<file path="src/rtl/usb_rx_line_decoder.sv">
// usb_rx_line_decoder
// Full-speed USB receive front end: 8x oversampled D+/D-, phase tracking, NRZI
// decode, bit-unstuffing, SYNC/EOP detection and LSB-first byte delivery.
// Optional feature macro: USB_RX_CRC16_EN adds a CRC16 checker and the crc_ok port.
module usb_rx_line_decoder #(
   parameter int SAMPLES_PER_BIT = 8,
   parameter int SAMPLE_POINT    = 3,
   parameter int STUFF_LIMIT     = 6
) (
   input  logic       clk,
   input  logic       rst,
   input  logic       d_plus_in,
   input  logic       d_minus_in,
   input  logic       rx_enable,
   output logic [7:0] rcv_data,
   output logic       rcv_valid,
   output logic       rcv_active,
   output logic       pkt_end,
`ifdef USB_RX_CRC16_EN
   output logic       rcv_error,
   output logic       crc_ok
`else
   output logic       rcv_error
`endif
);

   localparam int CW = $clog2(SAMPLES_PER_BIT);
   localparam int OW = $clog2(STUFF_LIMIT + 1);
   localparam logic [CW-1:0] PHASE_LAST   = CW'(SAMPLES_PER_BIT - 1);
   localparam logic [CW-1:0] PHASE_SAMPLE = CW'(SAMPLE_POINT);
   localparam logic [OW-1:0] ONES_LIMIT   = OW'(STUFF_LIMIT);
   localparam logic [7:0]    SYNC_WINDOW  = 8'h80;

   typedef enum logic [1:0] {IDLE, RECEIVE, EOP, ABORT} state_t;

   // ---------------------------------------------------------------
   // Input synchronizer: index 0 is D+, index 1 is D-
   // ---------------------------------------------------------------
   logic [1:0] line_raw;
   logic [1:0] line_sync;
   assign line_raw = {d_minus_in, d_plus_in};

   genvar gi;
   generate
      for (gi = 0; gi < 2; gi++) begin : g_sync
         logic meta_reg;
         logic sync_reg;
         // Two-flop synchronizer per line; resets to the idle J level.
         always_ff @(posedge clk) begin
            if (rst) begin
               meta_reg <= (gi == 0) ? 1'b1 : 1'b0;
               sync_reg <= (gi == 0) ? 1'b1 : 1'b0;
            end else begin
               meta_reg <= line_raw[gi];
               sync_reg <= meta_reg;
            end
         end
         assign line_sync[gi] = sync_reg;
      end
   endgenerate

   logic dp;
   logic dm;
   assign dp = line_sync[0];
   assign dm = line_sync[1];

   // ---------------------------------------------------------------
   // Bit phase tracking and NRZI reference level
   // ---------------------------------------------------------------
   logic          dp_prev_reg;
   logic [CW-1:0] phase_cnt_reg;
   logic          prev_level_reg;
   logic          sample_en;
   logic          is_se0;
   logic          is_k;
   logic          is_j;
   logic          nrzi_bit;

   assign sample_en = (phase_cnt_reg == PHASE_SAMPLE);
   assign is_se0    = !dp && !dm;
   assign is_k      = !dp && dm;
   assign is_j      = dp;              // (1,1) is treated as J
   assign nrzi_bit  = (dp == prev_level);

   logic prev_level;
   assign prev_level = prev_level_reg;

   // Realign the sample phase on every D+ edge; track the last J/K level for NRZI.
   always_ff @(posedge clk) begin
      if (rst) begin
         dp_prev_reg    <= 1'b1;
         phase_cnt_reg  <= '0;
         prev_level_reg <= 1'b1;
      end else begin
         dp_prev_reg <= dp;
         if (dp != dp_prev_reg)
            phase_cnt_reg <= '0;
         else if (phase_cnt_reg == PHASE_LAST)
            phase_cnt_reg <= '0;
         else
            phase_cnt_reg <= phase_cnt_reg + CW'(1);
         if (sample_en && !is_se0)
            prev_level_reg <= dp;
      end
   end

   // ---------------------------------------------------------------
   // Receive FSM and byte assembly
   // ---------------------------------------------------------------
   state_t          state_reg,    state_next;
   logic [7:0]      window_reg,   window_next;
   logic [7:0]      byte_reg,     byte_next;
   logic [3:0]      bit_cnt_reg,  bit_cnt_next;
   logic [OW-1:0]   ones_cnt_reg, ones_cnt_next;
   logic [1:0]      se0_cnt_reg,  se0_cnt_next;
   logic            seen_se0_reg, seen_se0_next;
   logic [7:0]      data_reg,     data_next;
   logic            valid_reg,    valid_next;
   logic            active_reg,   active_next;
   logic            pkt_end_reg,  pkt_end_next;
   logic            error_reg,    error_next;
`ifdef USB_RX_CRC16_EN
   logic [15:0]     crc_reg,      crc_next;
   logic            pid_done_reg, pid_done_next;
   logic            crc_ok_reg,   crc_ok_next;
   logic [15:0]     crc_step;
`endif

   logic [7:0] window_shift;
   logic       byte_done;
   logic [3:0] bit_base;

   assign window_shift = {nrzi_bit, window_reg[7:1]};
   assign byte_done    = (bit_cnt_reg == 4'd8);
   // A sample landing in the same cycle as a byte hand-off starts the next byte.
   assign bit_base     = byte_done ? 4'd0 : bit_cnt_reg;
`ifdef USB_RX_CRC16_EN
   assign crc_step = {1'b0, crc_reg[15:1]} ^ ((crc_reg[0] ^ nrzi_bit) ? 16'hA001 : 16'h0000);
`endif

   // Next-state and output decode for the receive FSM.
   always_comb begin
      state_next    = state_reg;
      window_next   = window_reg;
      byte_next     = byte_reg;
      bit_cnt_next  = bit_cnt_reg;
      ones_cnt_next = ones_cnt_reg;
      se0_cnt_next  = se0_cnt_reg;
      seen_se0_next = seen_se0_reg;
      data_next     = data_reg;
      valid_next    = 1'b0;
      active_next   = active_reg;
      pkt_end_next  = 1'b0;
      error_next    = error_reg;
`ifdef USB_RX_CRC16_EN
      crc_next      = crc_reg;
      pid_done_next = pid_done_reg;
      crc_ok_next   = crc_ok_reg;
`endif
      if (!rx_enable) begin
         state_next   = IDLE;
         active_next  = 1'b0;
         window_next  = 8'hFF;
         bit_cnt_next = '0;
      end else begin
         case (state_reg)
            IDLE: begin
               if (sample_en && !is_se0) begin
                  window_next = window_shift;
                  if (window_shift == SYNC_WINDOW) begin
                     state_next    = RECEIVE;
                     active_next   = 1'b1;
                     error_next    = 1'b0;
                     bit_cnt_next  = '0;
                     ones_cnt_next = OW'(1);
                     window_next   = 8'hFF;
`ifdef USB_RX_CRC16_EN
                     crc_next      = 16'hFFFF;
                     pid_done_next = 1'b0;
                     crc_ok_next   = 1'b0;
`endif
                  end
               end
            end
            RECEIVE: begin
               if (byte_done) begin
                  data_next    = byte_reg;
                  valid_next   = 1'b1;
                  bit_cnt_next = '0;
`ifdef USB_RX_CRC16_EN
                  pid_done_next = 1'b1;
`endif
               end
               if (sample_en) begin
                  if (is_se0) begin
                     state_next   = EOP;
                     se0_cnt_next = 2'd1;
                  end else if (ones_cnt_reg == ONES_LIMIT) begin
                     // Stuffed bit position: must be 0 and is discarded.
                     ones_cnt_next = '0;
                     if (nrzi_bit) begin
                        error_next    = 1'b1;
                        active_next   = 1'b0;
                        seen_se0_next = 1'b0;
                        state_next    = ABORT;
                     end
                  end else begin
                     byte_next     = {nrzi_bit, byte_reg[7:1]};
                     bit_cnt_next  = bit_base + 4'd1;
                     ones_cnt_next = nrzi_bit ? (ones_cnt_reg + OW'(1)) : '0;
`ifdef USB_RX_CRC16_EN
                     if (pid_done_reg || byte_done)
                        crc_next = crc_step;
`endif
                  end
               end
            end
            EOP: begin
               if (sample_en) begin
                  if (is_se0) begin
                     if (se0_cnt_reg == 2'd1) begin
                        se0_cnt_next = 2'd2;
                     end else begin
                        error_next    = 1'b1;
                        active_next   = 1'b0;
                        seen_se0_next = 1'b1;
                        state_next    = ABORT;
                     end
                  end else if (is_k) begin
                     error_next    = 1'b1;
                     active_next   = 1'b0;
                     seen_se0_next = 1'b0;
                     state_next    = ABORT;
                  end else if (is_j) begin
                     active_next = 1'b0;
                     state_next  = IDLE;
                     if (bit_cnt_reg == 4'd0) begin
                        pkt_end_next = 1'b1;
`ifdef USB_RX_CRC16_EN
                        crc_ok_next  = (crc_reg == 16'hB001);
`endif
                     end else begin
                        error_next = 1'b1;
                     end
                  end
               end
            end
            ABORT: begin
               active_next = 1'b0;
               if (sample_en) begin
                  if (is_j && seen_se0_reg)
                     state_next = IDLE;
                  seen_se0_next = is_se0;
               end
            end
            default: state_next = IDLE;
         endcase
      end
   end

   // Register the FSM state, datapath and all outputs.
   always_ff @(posedge clk) begin
      if (rst) begin
         state_reg    <= IDLE;
         window_reg   <= 8'hFF;
         byte_reg     <= '0;
         bit_cnt_reg  <= '0;
         ones_cnt_reg <= '0;
         se0_cnt_reg  <= '0;
         seen_se0_reg <= 1'b0;
         data_reg     <= '0;
         valid_reg    <= 1'b0;
         active_reg   <= 1'b0;
         pkt_end_reg  <= 1'b0;
         error_reg    <= 1'b0;
`ifdef USB_RX_CRC16_EN
         crc_reg      <= 16'hFFFF;
         pid_done_reg <= 1'b0;
         crc_ok_reg   <= 1'b0;
`endif
      end else begin
         state_reg    <= state_next;
         window_reg   <= window_next;
         byte_reg     <= byte_next;
         bit_cnt_reg  <= bit_cnt_next;
         ones_cnt_reg <= ones_cnt_next;
         se0_cnt_reg  <= se0_cnt_next;
         seen_se0_reg <= seen_se0_next;
         data_reg     <= data_next;
         valid_reg    <= valid_next;
         active_reg   <= active_next;
         pkt_end_reg  <= pkt_end_next;
         error_reg    <= error_next;
`ifdef USB_RX_CRC16_EN
         crc_reg      <= crc_next;
         pid_done_reg <= pid_done_next;
         crc_ok_reg   <= crc_ok_next;
`endif
      end
   end

   assign rcv_data   = data_reg;
   assign rcv_valid  = valid_reg;
   assign rcv_active = active_reg;
   assign pkt_end    = pkt_end_reg;
   assign rcv_error  = error_reg;
`ifdef USB_RX_CRC16_EN
   assign crc_ok     = crc_ok_reg;
`endif

endmodule

</file>
<file path="config.mk">
export PLATFORM = sky130hd
export DESIGN_NAME = usb_rx_line_decoder
export DESIGN_NICKNAME = d
export VERILOG_FILES = /design/src/rtl/usb_rx_line_decoder.sv
export SDC_FILE = /design/constraint.sdc
export NUM_CORES = 1
export LEC_CHECK = 0
export CAP_MARGIN = 0
export CORE_ASPECT_RATIO = 0.5
export CORE_UTILIZATION = 30
export CTS_BUF_LIST = sky130_fd_sc_hd__clkbuf_16
export CTS_CLUSTER_DIAMETER = 150
export DETAILED_ROUTE_END_ITERATION = 10
export SLEW_MARGIN = 20
export SYNTH_ARGS = -nofsm -noshare
export SYNTH_HDL_FRONTEND = slang
export SYNTH_SLANG_ARGS = --single-unit
</file>
<file path="constraint.sdc">
create_clock -name clk -period 4.54 [get_ports clk]
set_clock_uncertainty 0.1 [all_clocks]
set_input_delay 0.908 -clock clk [delete_from_list [all_inputs] [get_ports clk]]
set_output_delay 0.908 -clock clk [all_outputs]
set_load 0.03 [all_outputs]
</file>
==> results of run 1 <==
## cells in the final DEF, fill, tap and decap left out, types with 2 or more instances in the layout
cell type / Yosys / final
ha_1: 11 / 11
clkbuf_16: 0 / 5
nor2_1: 35 / 35
o21ai_0: 8 / 8
dfxtp_1: 48 / 48
xor2_1: 2 / 2
mux2i_1: 19 / 19
nand2_1: 24 / 24
or3_1: 3 / 3
inv_1: 11 / 11
bufinv_16: 0 / 2
nor2b_1: 6 / 6
nor2_2: 2 / 2
nor3_1: 4 / 4
a211oi_1: 3 / 3
or2_2: 6 / 6
o2111ai_1: 2 / 2
xnor2_1: 2 / 2
nor3b_1: 4 / 4
o21a_1: 2 / 2
nand4b_1: 2 / 2
a21oi_1: 5 / 5
nand4_1: 2 / 2
nand3_1: 13 / 13
clkdlybuf4s50_1: 0 / 16
a31oi_1: 2 / 2
and4_1: 2 / 2
## layer usage
layer	track usage (%)	share of wire, %	up-vias
li1	-	-	878
met1	15.8	51	823
met2	18.8	44	25
met3	3.10	3.8	4
met4	3.77	1.0	0
met5	0	0	-
## worst max-delay path: stages
cell and delay [ps]:
clkdlybuf4s50_1 630, nand2_1 190, nor2_2 500, mux2i_1 250
nor2_1 50
## metrics by stage
stage	power, mW	std cells	setup slack [ps]	hold WS, ps	instance area (µm²)
finish	0.938	351	2070	309	2630
global route	0.976	351	1940	337	2630
detailed placement	0.471	343	1790	299	2440
floorplan	0.462	244	2450	289	2210
CTS	0.948	351	2060	314	2630
global placement	0.469	343	1830	292	2440
## report_power, final
group          internal [mW]  switching [mW]
sequential             0.426         0.00491
combinational         0.0116          0.0188
clock                  0.317           0.159
total                  0.755           0.183
## worst min-delay path by stage
stage	startpoint	to	slack, ps	cells past startpoint
5_1_grt	g_sync[0].meta_reg	dp	340	1
2_1_floorplan	g_sync[0].meta_reg	dp	290	1
3_5_place_dp	g_sync[0].meta_reg	dp	300	1
4_1_cts	g_sync[0].meta_reg	dp	310	1
3_3_place_gp	g_sync[0].meta_reg	dp	290	1
6_report	g_sync[0].meta_reg	dp	310	1
## final cells by class
cell class / instances / area (µm²)
timing repair buffer: 17 / 168
tap: 92 / 115
fill: 668 / 4280
clock inverter: 3 / 68.8
inverter: 11 / 41.3
multi-input combinational: 175 / 1150
sequential: 48 / 961
clock buffer: 5 / 125
## kinds of logic (layout without fill, tap and decap cells)
family | count (synthesis) | in the layout
and+or+nand+nor | 108 | 108
DFF | 48 | 48
AOI/OAI and AO/OA | 32 | 32
buffers and inverters | 21 | 36
muxes | 19 | 19
adders and majority gates | 11 | 11
xor gates and xnor gates | 5 | 5
==> results.py, run 1 <==
metrics = {
    "floorplan": {
        "placementRows": 21,
        "die_width_um": 123,
        "start_util_pct": 32.0,
        "num_io_pins": 17,
        "die_area_mm2": 0.00775,
        "die_h_um": 62.7,
        "core-area_mm2": 0.00691,
    },
    "final_layout": {
        "drive_gt1_share_pct": 7.72,
        "layout.nets": 274,
        "fin_util_pct": 38.1,
        "antenna_cells": 0,
        "areaGrowthSynthToFinish_pct": 18.9,
    },
    "yosys": {
        "synth_xor_area_share_pct": 2.32,
        "synth_mux_area_share_pct": 8.59,
        "synth_ff_type": "dfxtp_1",
        "synth_nets": 260,
        "netlist_area_mm2": 0.00221,
        "synth_cell_type_count": 44,
        "synth_edf_count": 0,
        "yosysTopAreaCellShare_pct": 43.4,
        "synth-async-reset-ratio_pct": 0,
        "synth_top_area_cell": "dfxtp_1",
        "synth_compound_area_share_pct": 10.4,
        "yosys-top-cells-count": "48 x dfxtp_1, 35 x nor2_1, 24 x nand2_1",
        "yosysMostFrequentCell": "dfxtp_1",
        "avgSynthCellArea_um2": 9.07,
        "synth_top_family_by_area": "simple AND/OR/NAND/NOR gates",
        "synth-adder-area-share_pct": 6.22,
        "yosys.area_share.simple_pct": 24.6,
        "synthCells": 244,
        "yosysSeqAreaShare_pct": 43.4,
        "yosysWarningCount": 0,
        "ys_ff_latch": 48,
        "synthTopCellsByArea": "dfxtp_1 43%, mux2i_1 8.6%, ha_1 6.2%",
    },
    "clock_tree": {
        "cts_tree": "yes",
        "numCtsBuffers": 5,
        "cts_root_buffer": "clkbuf_16",
        "postCtsSetupBuffers": 0,
        "cts_max_level": 2,
        "clkTransAtPathRegs_ps": 70,
        "cts_hold_buf": 0,
        "clock_sinks": 48,
        "clkLatencyLatePin_ps": 290,
        "clock_path_buffers": 2,
        "cts_resized": 0,
    },
    "routing": {
        "drc": 0,
        "routed_via_density": 4.93,
        "vias": 1730,
        "ant_nets": 0,
        "drt-initial-drc-count": 81,
        "drt-pass1-iter-count": 4,
        "routedWlPerCell_um": 12.1,
        "totalWireLength_um": 4260,
    },
    "run": {
        "maxCapViolations": 0,
    },
    "sta": {
        "setup_viol_count_final": 0,
        "rsz0062_at_grt": "no",
        "period_share_pct": 54.3,
        "report.final.slew_viol_count": 0,
        "slew_headroom_pct": 61.1,
        "fmax_mhz": 405,
        "setup_tns_ps": 0,
        "hold_violations": 0,
        "period_needed_ps": 2470,
        "worst_pin_slew_ps": 583,
    },
    "placement": {
        "dp_hpwl_um": 3030,
        "port_buffers": 16,
        "gp_congestion": 0.816,
    },
    "run_status": {
        "status": "complete, no violations",
    },
    "critical_path": {
        "cp_max_fo": 8,
        "crit_path_start_kind": "input pin",
        "endpoint_kind": "flip-flop",
        "r2r_slack_ps": 2090,
        "worstSetupStartpoint": "rx_enable",
        "critPathArrivalTime_ps": 2540,
        "rr_endpoint": "bit_cnt_reg[0]",
        "path_class": "in -> reg",
        "cp.required_ps": 4610,
        "reg2reg_from": "phase_cnt_reg[0]",
        "reg2regPathDepth": 7,
        "crit_path_end": "rcv_data[6]",
    },
    "power_and_ir_drop": {
        "power.leakage_nw": 0.945,
        "power_density_mw_per_mm2": 356,
        "ir_drop_uv": 178,
    },
    "global_route": {
        "grt_first_pass_wirelength_um": 7340,
        "grt_overflow": 0,
        "grt_pass1_vias": 1620,
        "antenna_found_initial": 0,
        "grt_max_degree": 35,
        "track_usage_pct": 11.9,
    },
    "hold_path": {
        "hp-class": "reg -> reg",
    },
}
(Power assumes the default switching activity.)
==> run 2, diff against run 1 <==
==> constraint.sdc (replaced) <==
create_clock -name clk -period 2.1 [get_ports clk]
set_clock_uncertainty 0.1 [all_clocks]
set_input_delay 0.42 -clock clk [delete_from_list [all_inputs] [get_ports clk]]
set_output_delay 0.42 -clock clk [all_outputs]
set_load 0.03 [all_outputs]
==> results.py, run 2 (synthesis gave the netlist of run 1 again) <==
metrics = {
    "floorplan": {
        "core-area_mm2": 0.00691,
        "die_width_um": 123,
        "die_area_mm2": 0.00775,
        "start_util_pct": 32.0,
        "num_io_pins": 17,
        "placementRows": 21,
        "die_h_um": 62.7,
    },
    "clock_tree": {
        "numCtsBuffers": 5,
        "clock_path_buffers": 2,
        "cts_max_level": 2,
        "cts_root_buffer": "clkbuf_16",
        "clock_sinks": 48,
        "cts_tree": "yes",
        "clkTransAtPathRegs_ps": 70,
        "clkLatencyLatePin_ps": 280,
    },
    "run_status": {
        "status": "complete, no violations",
    },
    "critical_path": {
        "crit_path_end": "state_reg[0]",
        "critPathArrivalTime_ps": 2120,
        "worstSetupStartpoint": "state_reg[1]",
        "cp.required_ps": 2180,
        "reg2regPathDepth": 7,
        "cp_max_fo": 5,
        "crit_chain": "inv_1 -> ha_1 -> or2_4 -> a221oi_4 -> o221ai_2 -> buf_4 -> a211oi_1",
        "cp_slowest_cell": "dfxtp_2",
        "crit_path_start_kind": "flip-flop",
        "endpoint_kind": "flip-flop",
        "path_class": "reg -> reg",
        "cp.depth": 7,
        "cpLargestDelayFamily": "compound AO/OA/AOI/OAI gates",
        "r2r_slack_ps": 60,
        "rr_endpoint": "state_reg[0]",
        "reg2reg_from": "state_reg[1]",
        "critical_path.max_stage_delay_ps": 360,
        "critPathBufInv": 2,
    },
    "hold_path": {
        "hp-class": "reg -> reg",
    },
    "global_route": {
        "grt_max_degree": 34,
        "track_usage_pct": 13.0,
        "grt_overflow": 0,
        "antenna_found_initial": 0,
        "grt_first_pass_wirelength_um": 7850,
        "grt_pass1_vias": 1648,
    },
    "power_and_ir_drop": {
        "finalPower_mw": 1.92,
        "power.leakage_nw": 1.03,
        "power.switching_mw": 0.395,
        "seq_power_share_pct": 48.5,
        "ir_drop_uv": 383,
        "swShare_pct": 20.6,
        "p_comb_share_pct": 4.4,
        "power_density_mw_per_mm2": 679,
        "pwr-share-clk_pct": 47.1,
        "intPower_mw": 1.52,
    },
    "routing": {
        "totalWireLength_um": 4750,
        "ant_nets": 0,
        "drc": 0,
        "routed_via_density": 4.85,
        "drt-initial-drc-count": 70,
        "drt-pass1-iter-count": 4,
        "routedWlPerCell_um": 12.9,
        "vias": 1790,
    },
    "final_layout": {
        "areaGrowthSynthToFinish_pct": 27.8,
        "final_common_cell": "dfxtp_1",
        "drive_gt1_share_pct": 16.2,
        "final_cell_mix": "47 x dfxtp_1, 35 x nor2_1, 24 x nand2_1, 19 x mux2i_1, 17 x buf_4",
        "antenna_cells": 0,
        "final_cells": 369,
        "post-route-cell-area_mm2": 0.00283,
        "fin_util_pct": 40.9,
        "layout.nets": 292,
    },
    "sta": {
        "hold_violations": 0,
        "period_needed_ps": 2040,
        "setup_viol_count_final": 0,
        "slew_headroom_pct": 67.0,
        "period_share_pct": 97.1,
        "worst_pin_slew_ps": 495,
        "fin_ws_ps": 61.4,
        "hold_ws_ps": 316,
        "report.final.slew_viol_count": 0,
        "fmax_mhz": 491,
        "setup_tns_ps": 0,
    },
    "placement": {
        "gp_congestion": 0.854,
        "place_inst": 359,
        "port_buffers": 16,
        "dp_slack_ps": -59.2,
        "post_dp_cell_area_mm2": 0.00258,
        "dp_hpwl_um": 3330,
    },
    "run": {
        "maxCapViolations": 0,
    },
}
[run 2: cell types whose count changed in the layout (fill, tap and decap cells not counted), sizes merged]
cell and delta:
buf +18, bufinv -1, clkinvlp +1
[run 2: timing repair]
item,4_1_cts,5_1_grt
resized for setup,4,8
pin swaps,1,2
endpoints found under the setup margin,3,5
buffers inserted,0,2
hold buffers,0,0
[run 2: routing by layer]
| layer | share of wire, % | vias to the layer above | global-route usage, % | routed length, µm |
|---|---|---|---|---|
| met5 | 0 | - | 0 | 0 |
| met1 | 51 | 842 | 17.8 | 2410 |
| li1 | - | 910 | - | - |
| met3 | 3.4 | 4 | 3.19 | 160 |
| met2 | 45 | 34 | 19.7 | 2120 |
| met4 | 1.0 | 0 | 4.52 | 49 |
[run 2: cell type report]
| cell class | instances | area [µm²] |
|---|---|---|
| Multi-Input combinational cell | 175 | 1210 |
| Clock inverter | 3 | 46.3 |
| Clock buffer | 5 | 125 |
| Timing Repair Buffer | 35 | 328 |
| Tap cell | 92 | 115 |
| Sequential cell | 48 | 962 |
| Fill cell | 674 | 4080 |
| Inverter | 11 | 41.3 |
[run 2: worst min path at each step]
stage	start	to	slack (ps)	cells after the start
4_1_cts	phase_cnt_reg[0]	phase_cnt_reg[0]	320	1
3_5_place_dp	g_sync[0].meta_reg	dp	310	1
5_1_grt	g_sync[0].meta_reg	dp	340	1
3_3_place_gp	g_sync[0].meta_reg	dp	290	1
6_report	g_sync[0].meta_reg	dp	320	1
2_1_floorplan	g_sync[0].meta_reg	dp	290	1
[run 2: power groups by stage]
stage	registers (mW)	clock network, mW	logic [mW]
after floorplan	0.947	0	0.0512
after global placement	0.951	0	0.0784
after detailed placement	0.951	0	0.0801
after CTS	0.930	0.929	0.0814
after global routing	0.931	0.974	0.0943
final	0.931	0.904	0.0845
